## config.mk

```make
export PLATFORM = sky130hd
export DESIGN_NAME = seg7_serial_tx
export DESIGN_NICKNAME = d
export VERILOG_FILES = /design/src/rtl/seg7_serial_tx.sv
export SDC_FILE = /design/constraint.sdc
export NUM_CORES = 1
export LEC_CHECK = 0
export CORE_ASPECT_RATIO = 0.75
export CORE_MARGIN = 2
export CORE_UTILIZATION = 43
export CTS_BUF_LIST = sky130_fd_sc_hd__clkbuf_8
export CTS_CLUSTER_DIAMETER = 50
export DETAILED_ROUTE_END_ITERATION = 8
export GPL_TIMING_DRIVEN = 0
export PLACE_DENSITY = 0.68
export SYNTH_ARGS = -nofsm -noshare
export SYNTH_HDL_FRONTEND = slang
export SYNTH_SLANG_ARGS = --single-unit
```

## constraint.sdc

```tcl
create_clock -name clk -period 11.92 [get_ports clk]
set_input_delay 2.384 -clock clk [delete_from_list [all_inputs] [get_ports clk]]
set_output_delay 2.384 -clock clk [all_outputs]
set_load 0.01 [all_outputs]
```

## src/rtl/seg7_serial_tx.sv

```systemverilog
// Serialises a 64-bit, 8-digit segment pattern MSB first into an external
// shift-register chain, with a start/busy/done handshake and a queued restart.
module seg7_serial_tx #(
  parameter int DIV = 4
) (
  input  logic        clk,
  input  logic        rst_n,
  input  logic [63:0] pattern,
  input  logic        start,
  output logic        busy,
  output logic        done,
  output logic        seg_clk,
  output logic        seg_sout,
  output logic        seg_clrn,
  output logic        seg_pen
);

  localparam logic [7:0] PHASE_MAX = 8'(DIV - 1);

  typedef enum logic [1:0] {
    IDLE     = 2'd0,
    SHIFT_LO = 2'd1,
    SHIFT_HI = 2'd2,
    FINISH   = 2'd3
  } state_t;

  state_t      state, state_nx;
  logic [63:0] shadow, shadow_nx;
  logic [5:0]  bitcnt, bitcnt_nx;
  logic [7:0]  phase, phase_nx;
  logic        pending, pending_nx;
  logic        busy_nx, done_nx, clk_nx, sout_nx, pen_nx;
  logic        launch;

  always_ff @(posedge clk) begin
    if (!rst_n) begin
      state    <= IDLE;
      bitcnt   <= 6'd0;
      phase    <= 8'd0;
      pending  <= 1'b0;
      busy     <= 1'b0;
      done     <= 1'b0;
      seg_clk  <= 1'b0;
      seg_sout <= 1'b0;
      seg_clrn <= 1'b0;
      seg_pen  <= 1'b0;
    end else begin
      state    <= state_nx;
      bitcnt   <= bitcnt_nx;
      phase    <= phase_nx;
      pending  <= pending_nx;
      busy     <= busy_nx;
      done     <= done_nx;
      seg_clk  <= clk_nx;
      seg_sout <= sout_nx;
      seg_clrn <= 1'b1;
      seg_pen  <= pen_nx;
    end
  end

  // Shadow copy of the frame is pure data and needs no reset.
  always_ff @(posedge clk) begin
    shadow <= shadow_nx;
  end

  always_comb begin
    state_nx   = state;
    shadow_nx  = shadow;
    bitcnt_nx  = bitcnt;
    phase_nx   = phase;
    pending_nx = pending;
    busy_nx    = busy;
    done_nx    = 1'b0;
    clk_nx     = seg_clk;
    sout_nx    = seg_sout;
    pen_nx     = seg_pen;
    launch     = 1'b0;

    case (state)
      IDLE: begin
        launch = start;
      end
      SHIFT_LO: begin
        if (start) pending_nx = 1'b1;
        if (phase == PHASE_MAX) begin
          phase_nx = 8'd0;
          clk_nx   = 1'b1;
          state_nx = SHIFT_HI;
        end else begin
          phase_nx = phase + 8'd1;
        end
      end
      SHIFT_HI: begin
        if (start) pending_nx = 1'b1;
        if (phase == PHASE_MAX) begin
          phase_nx = 8'd0;
          clk_nx   = 1'b0;
          if (bitcnt != 6'd63) begin
            // Next bit goes out on the falling edge so it is settled a full
            // half-period before the chain samples it.
            bitcnt_nx = bitcnt + 6'd1;
            shadow_nx = {shadow[62:0], 1'b0};
            sout_nx   = shadow[62];
            state_nx  = SHIFT_LO;
          end else begin
            busy_nx  = 1'b0;
            done_nx  = 1'b1;
            pen_nx   = 1'b1;
            state_nx = FINISH;
          end
        end else begin
          phase_nx = phase + 8'd1;
        end
      end
      FINISH: begin
        state_nx = IDLE;
        launch   = pending | start;
      end
      default: begin
        state_nx = IDLE;
      end
    endcase

    if (launch) begin
      shadow_nx  = pattern;
      bitcnt_nx  = 6'd0;
      phase_nx   = 8'd0;
      pending_nx = 1'b0;
      busy_nx    = 1'b1;
      clk_nx     = 1'b0;
      sout_nx    = pattern[63];
      pen_nx     = 1'b0;
      state_nx   = SHIFT_LO;
    end
  end

endmodule

```

# Word level (Yosys, flattened, before mapping)
# Cells that the tools add are included.
[totals]
regBits = 86
out_inout_bits = 6
[classes]
mux = 24
add_sub_neg = 2
eq_ne = 10
bitwise_logic = 3
n_reduce_logical = 18
[op_table]
columns = ["op", "n"]
rows = [
  ["two-way mux 63 bit", 4],
  ["AND reduction 3 bit", 8],
  ["two-way mux 1 bit", 13],
  ["adder 8 x 1 -> 8 bit (second input constant)", 1],
  ["== test 8 x 2 -> 1 bit (second input constant)", 1],
  ["two-way mux 8 bit", 1],
  ["nonzero test 2 bit", 4],
  ["adder 6 x 1 -> 6 bit (second input constant)", 1],
  ["two-way mux 2 bit", 3],
  ["inequality test 2 bit (second input constant)", 3],
  ["inequality test 3 bit (second input constant)", 2],
  ["inequality test 6 bit (second input constant)", 1],
  ["one-hot mux 2 bit (3 select lines)", 1],
  ["== test 2 bit (second input constant)", 2],
  ["one-hot mux 1 bit (2 select lines)", 2],
  ["nonzero test 4 bit", 1],
  ["OR reduction 2 bit", 2],
  ["nonzero test 3 bit", 1],
  ["== test 2 x 1 -> 1 bit (second input constant)", 1],
  ["logical NOT 2 bit", 1],
  ["inverter 1 bit", 2],
  ["AND reduction 2 bit", 1],
  ["bitwise OR 1 bit", 1],
]

# Depth between registers and ports, before layout
# Gate-level depths: netlist of run 1.
[depth]
depth_word = 5
mapped_depth = 9
mapped_depth_nobuf = 6

# Least setup slack after synthesis of run 1
# OpenSTA, ideal clock, no wires.
[synth_timing]
path_type = "reg-to-reg"
from = "register state[0]"
to = "register shadow[0], enable pin"
path_slack_ps = 5640
path_stages_with_launch = 7
period_less_slack_ps = 6280
setup_ps = 571
arrival_time_ps = 5708
cell_sequence = "dfxtp_1 > inv_1 > ha_1 > nor4b_1 > nand2_1 > clkbuf_1 > o21ai_0"
[synth_via]
elab_chain_cells = 4
elab_cells_between_ends = 8
classes_between = "2 x eq/ne; 1 x mux; 5 x reduce/logical"
[synth_lines]
columns = ["element", "line_no", "text"]
rows = [
  ["start: declaration", "27", "state_t state, state_nx;"],
  ["start signal: assignment", "48", "state <= state_nx;"],
  ["== test 2 bit or logical NOT 2 bit (tied branches)", "79", "case (state)"],
  ["one-hot mux 1 bit (2 select lines)", "79", ""],
  ["nonzero test 2 bit (no source line)", "--", ""],
  ["AND reduction 3 bit (no source line) *", "--", ""],
  ["end signal: assignment", "63", "shadow <= shadow_nx;"],
  ["end: declaration", "28", "logic [63:0] shadow, shadow_nx;"],
]
# Mark *: on every way between the ends. The rest lies on a longest branch, timed or not.
# A chain may end at the register's enable or synchronous reset.

# Worst setup path in the final report of run 1
[layout_timing]
from = "input start"
to = "register shadow[3], enable pin"
[layout_via]
elab_chain_cells = 4
elab_cells_between_ends = 6
classes_between = "1 x mux; 1 x bitwise; 4 x reduce/logical"
[layout_lines]
columns = ["element", "line_no", "text"]
rows = [
  ["start: declaration", "9", "input logic start,"],
  ["bitwise OR 1 bit", "117", "launch = pending | start;"],
  ["one-hot mux 1 bit (2 select lines) *", "79", ""],
  ["nonzero test 2 bit (no source line)", "--", ""],
  ["AND reduction 3 bit (no source line) *", "--", ""],
]
# Marked as above.

==> reports/metrics.yaml, run 1 <==
outcome: "completed"
worst_path_clk_slew_ns: 0.08
h-tree-depth: 3
cap_violations: 0
timing.critical_path.from_type: "primary input"
clk_root_buffer_cell: "sky130_fd_sc_hd__clkbuf_8"
finalWeightedCongestion: 0.822
min_tclk_post_route_ns: 4.65
critPathMaxStageDelay_ns: 0.46
post-route-drc-count: 0
classification_of_the_worst_setup_path: "primary input to register"
cts_resized: 0
cts_buffer_depth: 2
drt_iter0_drc: 149
synth-warning-count: 0
dpl.hpwl_um: 5640
syn2layout_area_growth_pct: 29.4
port_buffers: 72
critPathRequiredTime_ns: 12.03
post_synth_inst_count: 394
globalRouteTotalUtil: 0.169
final_report_max_slew_violation_count: 0
die-area_mm2: 0.00964
synth_enable_flop_cells: 63
cpMaxStageDelayCell: "sky130_fd_sc_hd__clkdlybuf4s50_1"
worst_hold_path_type: "register to register"
synth.ff_latch_count: 86
grt_remaining_overflow: 0
final_design_area_no_fill_mm2: 0.00493
period_share: 0.390
chip_height_um: 85.5
synthesis.nets: 469
antennaDiodeCount: 0
antenna_found_initial: 0
final.fill_count: 765
synth.yosys.seq_area_share: 0.617
placeableCoreArea_mm2: 0.00853
grt_pass1_vias: 2808
wl_per_cell_um: 13.5
rsz0062_at_grt: "false"
dominant_synthesized_flop_cell: "sky130_fd_sc_hd__edfxtp_1"
critical_path.max_fanout: 28
route.antenna.remaining_nets: 0
power-per-cell-area_mw_per_mm2: 250
firstDrtPassIters: 4
floorplan.die.width_um: 113
floorplan.rows: 29
cts_sinks: 86
total_leakage_power_nw: 1.98
io_pins: 73
grt_start_max_net_pins: 29
routed_wirelength_um: 7980
worstMarginPinSlew_ns: 0.902
report.final.setup_viol: 0
drive_above_1_share: 0.0599
cts-hold-fix-buffers: 0
drt-vias-per-instance: 5.00
final-seq-area_mm2: 0.00235
dpl_cell_area_mm2: 0.00472
synthesis.area_mm2: 0.00381
max_freq_mhz: 215
inserted_clock_buffers: 9
critical_path_arrival_ns: 4.76
multi_input_comb_area_mm2: 0.00138
final_core_area_utilization: 0.579
sum_of_negative_setup_slack_ns: 0
final-hold-violation-count: 0
total_power_mw: 1.24
synth_area_per_cell_um2: 9.68
final.setup_skew_ns: 0.00993
cts_tree: "done"
via_count: 2962
start_util: 0.447
synthDistinctLibCells: 41
ir_drop_v: 0.000117
slew-limit-headroom: 0.399
worst_setup_path_end_kind: "register"
design.final.nets: 554
buffers_inserted_by_post_cts_timing_repair: 0
async_reset_ff_frac: 0
grt_first_pass_wirelength_um: 12900
path_cells: "clkdlybuf4s50_1, or2_2, a31oi_2, buf_2, buf_2, o21ai_4, buf_12, buf_12"
clock_insertion_delay_at_the_later_pin_of_the_skew_report_ns: 0.35
-- synth_stat cells (2+ instances only) --
library cell,instances,area [um^2]
sky130_fd_sc_hd__a211oi_1,2,15.0
sky130_fd_sc_hd__nand4_1,3,18.8
sky130_fd_sc_hd__and3_1,2,12.5
sky130_fd_sc_hd__a31oi_1,2,12.5
sky130_fd_sc_hd__xnor2_1,4,35.0
sky130_fd_sc_hd__xor2_1,3,26.3
sky130_fd_sc_hd__edfxtp_1,63,1890
sky130_fd_sc_hd__a21oi_1,8,40.0
sky130_fd_sc_hd__o41ai_1,2,17.5
sky130_fd_sc_hd__dfxtp_1,23,460
sky130_fd_sc_hd__nand2_1,197,739
sky130_fd_sc_hd__o311ai_0,2,17.5
sky130_fd_sc_hd__nand3_1,7,35.0
sky130_fd_sc_hd__ha_1,8,100
sky130_fd_sc_hd__clkbuf_1,8,30.0
sky130_fd_sc_hd__buf_2,7,35.0
sky130_fd_sc_hd__o21ai_0,7,35.0
sky130_fd_sc_hd__o31ai_1,2,15.0
sky130_fd_sc_hd__and2_1,2,12.5
sky130_fd_sc_hd__nor3_1,5,25.0
sky130_fd_sc_hd__nor2_1,12,45.0
sky130_fd_sc_hd__inv_1,6,22.5
-- logic make-up (layout without fill, tap and decap cells) --
group / after synthesis / in the layout / share of synthesized area
multiplexers: 1 / 1 / 0.00263
XOR/XNOR: 7 / 7 / 0.0161
buffers and inverters: 22 / 112 / 0.0243
AND/OR/NAND/NOR: 237 / 237 / 0.255
flip-flops: 86 / 86 / 0.617
adder cells (fa/ha/maj): 8 / 8 / 0.0263
AO/OA/AOI/OAI: 33 / 33 / 0.0591
-- critical path, delay by kind of cell --
kind                   cells  cell delay (ns)
buffers and inverters      5             1.49
and+or+nand+nor            1             0.33
AOI/OAI and AO/OA          2             0.51
-- metrics by stage --
stage	worst slack (ns)	hold WS (ns)	std cells
global placement	3.56	0.447	574
CTS	7.28	0.478	592
global route	7.13	0.505	592
finish	7.27	0.473	592
floorplan	5.64	0.446	394
detailed placement	6.90	0.457	576
-- state kept, by name (all words and copies together) (netlist names) --
| register | cells |
|---|---|
| pending | 1 |
| shadow | 63 |
| state | 2 |
| busy | 1 |
| seg_pen | 1 |
| seg_clrn | 1 |
| done | 1 |
| seg_sout | 1 |
| phase | 8 |
| seg_clk | 1 |
| bitcnt | 6 |
-- report_power, final --
group | internal [mW] | switching (mW) | total, mW
Sequential | 0.521 | 0.0351 | 0.556
Combinational | 0.163 | 0.297 | 0.460
Clock | 0.117 | 0.104 | 0.220
-- placed cells by master, fill, tap and decap left out, types with 5 or more instances in the layout --
cell type	instances
sky130_fd_sc_hd__nand2_1	197
sky130_fd_sc_hd__clkdlybuf4s50_1	72
sky130_fd_sc_hd__edfxtp_1	63
sky130_fd_sc_hd__dfxtp_1	23
sky130_fd_sc_hd__nor2_1	12
sky130_fd_sc_hd__clkbuf_8	9
sky130_fd_sc_hd__clkbuf_1	8
sky130_fd_sc_hd__a21oi_1	8
sky130_fd_sc_hd__ha_1	8
sky130_fd_sc_hd__buf_2	7
sky130_fd_sc_hd__inv_1	7
sky130_fd_sc_hd__nand3_1	7
sky130_fd_sc_hd__o21ai_0	6
sky130_fd_sc_hd__nor3_1	5
-- per-layer routing --
metal,global-route usage,part of all wire,up-vias
li1,-,-,1499
met1,0.239,0.49,1371
met2,0.253,0.44,88
met3,0.0523,0.066,4
met4,0.0466,0.0049,0
met5,0,0,-
-- layout make-up --
cell class	count	area share
Clock buffer	9	0.0251
Tap cell	108	0.0274
Clock inverter	7	0.0183
Inverter	6	0.00457
Timing Repair Buffer	74	0.154
Multi-Input combinational cell	286	0.279
Buffer	16	0.0142
Sequential cell	86	0.477
-- path summary, 6_finish.rpt --
kind / start / to / slack, ns / cells past startpoint
setup / recovery: start / shadow[3] / 7.27 / 8
hold / removal: seg_pen / seg_pen / 0.47 / 1
setup reg to reg: state[0] / shadow[3] / 8.89 / 10
hold reg to reg: seg_pen / seg_pen / 0.47 / 1
Note: power is estimated with default switching activity, not from simulation.
==> run 2: changes to the inputs <==
Clock period 11.92 ns to 4.7 ns, I/O delays scaled along.
==> reports/metrics.yaml, run 2 (synthesis gave the netlist of run 1 again) <==
critPathRequiredTime_ns: 4.81  # -7.22 ns
outcome: "completed"
largest_reg_flops: 63  # unchanged
post-route-drc-count: 0  # unchanged
placedCellCount: 576  # unchanged
cts_buffer_depth: 2  # unchanged
worst_hold_path_type: "register to register"
critical_path.max_fanout: 28  # unchanged
worst_path_clk_slew_ns: 0.08  # about the same
start_util: 0.447  # unchanged
report.final.setup_viol: 0  # unchanged
finalWeightedCongestion: 0.815  # -0.82%
final_cell_mix: "sky130_fd_sc_hd__nand2_1, sky130_fd_sc_hd__clkdlybuf4s50_1, sky130_fd_sc_hd__edfxtp_1"
path_cells: "clkdlybuf4s50_1, or2_2, a31oi_2, buf_2, buf_2, o21ai_4, buf_12, buf_16"
cts_resized: 0  # unchanged
die-area_mm2: 0.00964  # unchanged
critPathMaxStageDelay_ns: 0.46  # about the same
wl_per_cell_um: 13.1  # -2.9%
antenna_found_initial: 0  # unchanged
grt_pass1_vias: 2700  # -3.8%
via_count: 2917  # -1.5%
final-hold-violation-count: 0  # unchanged
dpl_cell_area_mm2: 0.00473  # +0.16%
firstDrtPassIters: 4  # unchanged
antennaDiodeCount: 0  # unchanged
drt-vias-per-instance: 4.93  # -1.5%
critical-path-top-cell-by-count: "sky130_fd_sc_hd__buf_2"
final_report_max_slew_violation_count: 0  # unchanged
routed_wirelength_um: 7750  # -2.9%
cts_tree: "done"
rsz0062_at_grt: "false"
drive_above_1_share: 0.0579  # -0.00207
inserted_clock_buffers: 9  # unchanged
critical_path_arrival_ns: 3.26  # -1.50 ns
power-per-cell-area_mw_per_mm2: 634  # +150%
classification_of_the_worst_setup_path: "primary input to register"
crit_buf_inv: 5  # unchanged
syn2layout_area_growth_pct: 29.4  # about the same
final_design_area_no_fill_mm2: 0.00493  # about the same
clk_root_buffer_cell: "sky130_fd_sc_hd__clkbuf_8"
drt_iter0_drc: 185  # +24%
floorplan.die.width_um: 113  # unchanged
globalRouteTotalUtil: 0.169  # +0.000565
setup_ws_ns: 1.55  # -5.72 ns
period_share: 0.670
grt_start_max_net_pins: 29  # unchanged
grt_first_pass_wirelength_um: 12800  # -0.91%
place_ws_ns: 1.15  # -5.75 ns
port_buffers: 72  # unchanged
total_power_mw: 3.13  # +150%
route.antenna.remaining_nets: 0  # unchanged
dpl.hpwl_um: 5430  # -3.8%
cts_sinks: 86  # unchanged
design.final.nets: 554  # unchanged
total_leakage_power_nw: 2.00  # +0.81%
layout.cells.most_common: "sky130_fd_sc_hd__nand2_1"
min_tclk_post_route_ns: 3.15
h-tree-depth: 3  # unchanged
io_pins: 73  # unchanged
slew-limit-headroom: 0.301  # -0.0971
grt_remaining_overflow: 0  # unchanged
cpMaxStageDelayCell: "sky130_fd_sc_hd__clkdlybuf4s50_1"
clock_insertion_delay_at_the_later_pin_of_the_skew_report_ns: 0.36  # about the same
worst_setup_path_end_kind: "register"
buffers_inserted_by_post_cts_timing_repair: 0  # unchanged
cts-hold-fix-buffers: 0  # unchanged
placeableCoreArea_mm2: 0.00853  # unchanged
final_cell_count_no_fill: 592  # unchanged
worstMarginPinSlew_ns: 1.05  # +0.146 ns
max_freq_mhz: 317
chip_height_um: 85.5  # unchanged
critPathTopFamily: "buffers and inverters"
worst_hold_slack_ns: 0.480  # +0.00716 ns
timing.critical_path.from_type: "primary input"
reg_top3: "shadow: 63 flops, phase: 8 flops, bitcnt: 6 flops"
ir_drop_v: 0.000330  # +180%
final.setup_skew_ns: 0.00864  # -0.00129 ns
floorplan.rows: 29  # unchanged
largest_register_by_flop_count: "shadow"
cap_violations: 0  # unchanged
## run 2: worst register-to-register path, cell delays in order, from the launching register on
cell	delay, ns
sky130_fd_sc_hd__dfxtp_1	0.39
sky130_fd_sc_hd__inv_1	0.11
sky130_fd_sc_hd__ha_1	0.28
sky130_fd_sc_hd__buf_2	0.20
sky130_fd_sc_hd__and3b_1	0.23
sky130_fd_sc_hd__a31oi_2	0.30
sky130_fd_sc_hd__buf_2	0.31
sky130_fd_sc_hd__buf_2	0.29
sky130_fd_sc_hd__o21ai_4	0.18
sky130_fd_sc_hd__buf_12	0.23
sky130_fd_sc_hd__buf_16	0.19
## run 2: report_power, final
group	switching (mW)	leakage, nW	internal (mW)
Combinational	0.751	1.10	0.422
Sequential	0.0908	0.788	1.32
Clock	0.252	0.113	0.292
Total	1.09	2.00	2.03
## run 2: final timing paths
| check | from | endpoint | slack (ns) | depth (start not counted) |
|---|---|---|---|---|
| setup / recovery | start | shadow[8] | 1.55 | 8 |
| hold / removal | seg_pen | seg_pen | 0.48 | 1 |
| setup reg to reg | state[0] | shadow[8] | 1.73 | 10 |
| hold reg to reg | seg_pen | seg_pen | 0.48 | 1 |
## run 2: per-stage QoR
step	TNS [ns]	util
final	0	0.578
after global placement	-78.68	0.547
after CTS	0	0.578
after global routing	0	0.578
after floorplan	0	-
after detailed placement	0	0.554
## run 2: routing by layer
metal | part of all wire | vias to the layer above | global-route usage
met3 | 0.059 | 9 | 0.0551
met5 | 0 | - | 0
met2 | 0.42 | 71 | 0.240
li1 | - | 1502 | -
met1 | 0.51 | 1335 | 0.246
met4 | 0.013 | 0 | 0.0565
## run 2: area by class of cell
cell class	count	area, um^2
Tap cell	108	135
Sequential cell	86	2350
Inverter	6	22.5
Clock inverter	7	81.3
Timing Repair Buffer	74	768
Multi-Input combinational cell	286	1380
Clock buffer	9	124
Buffer	16	70.1
Fill cell	778	3590
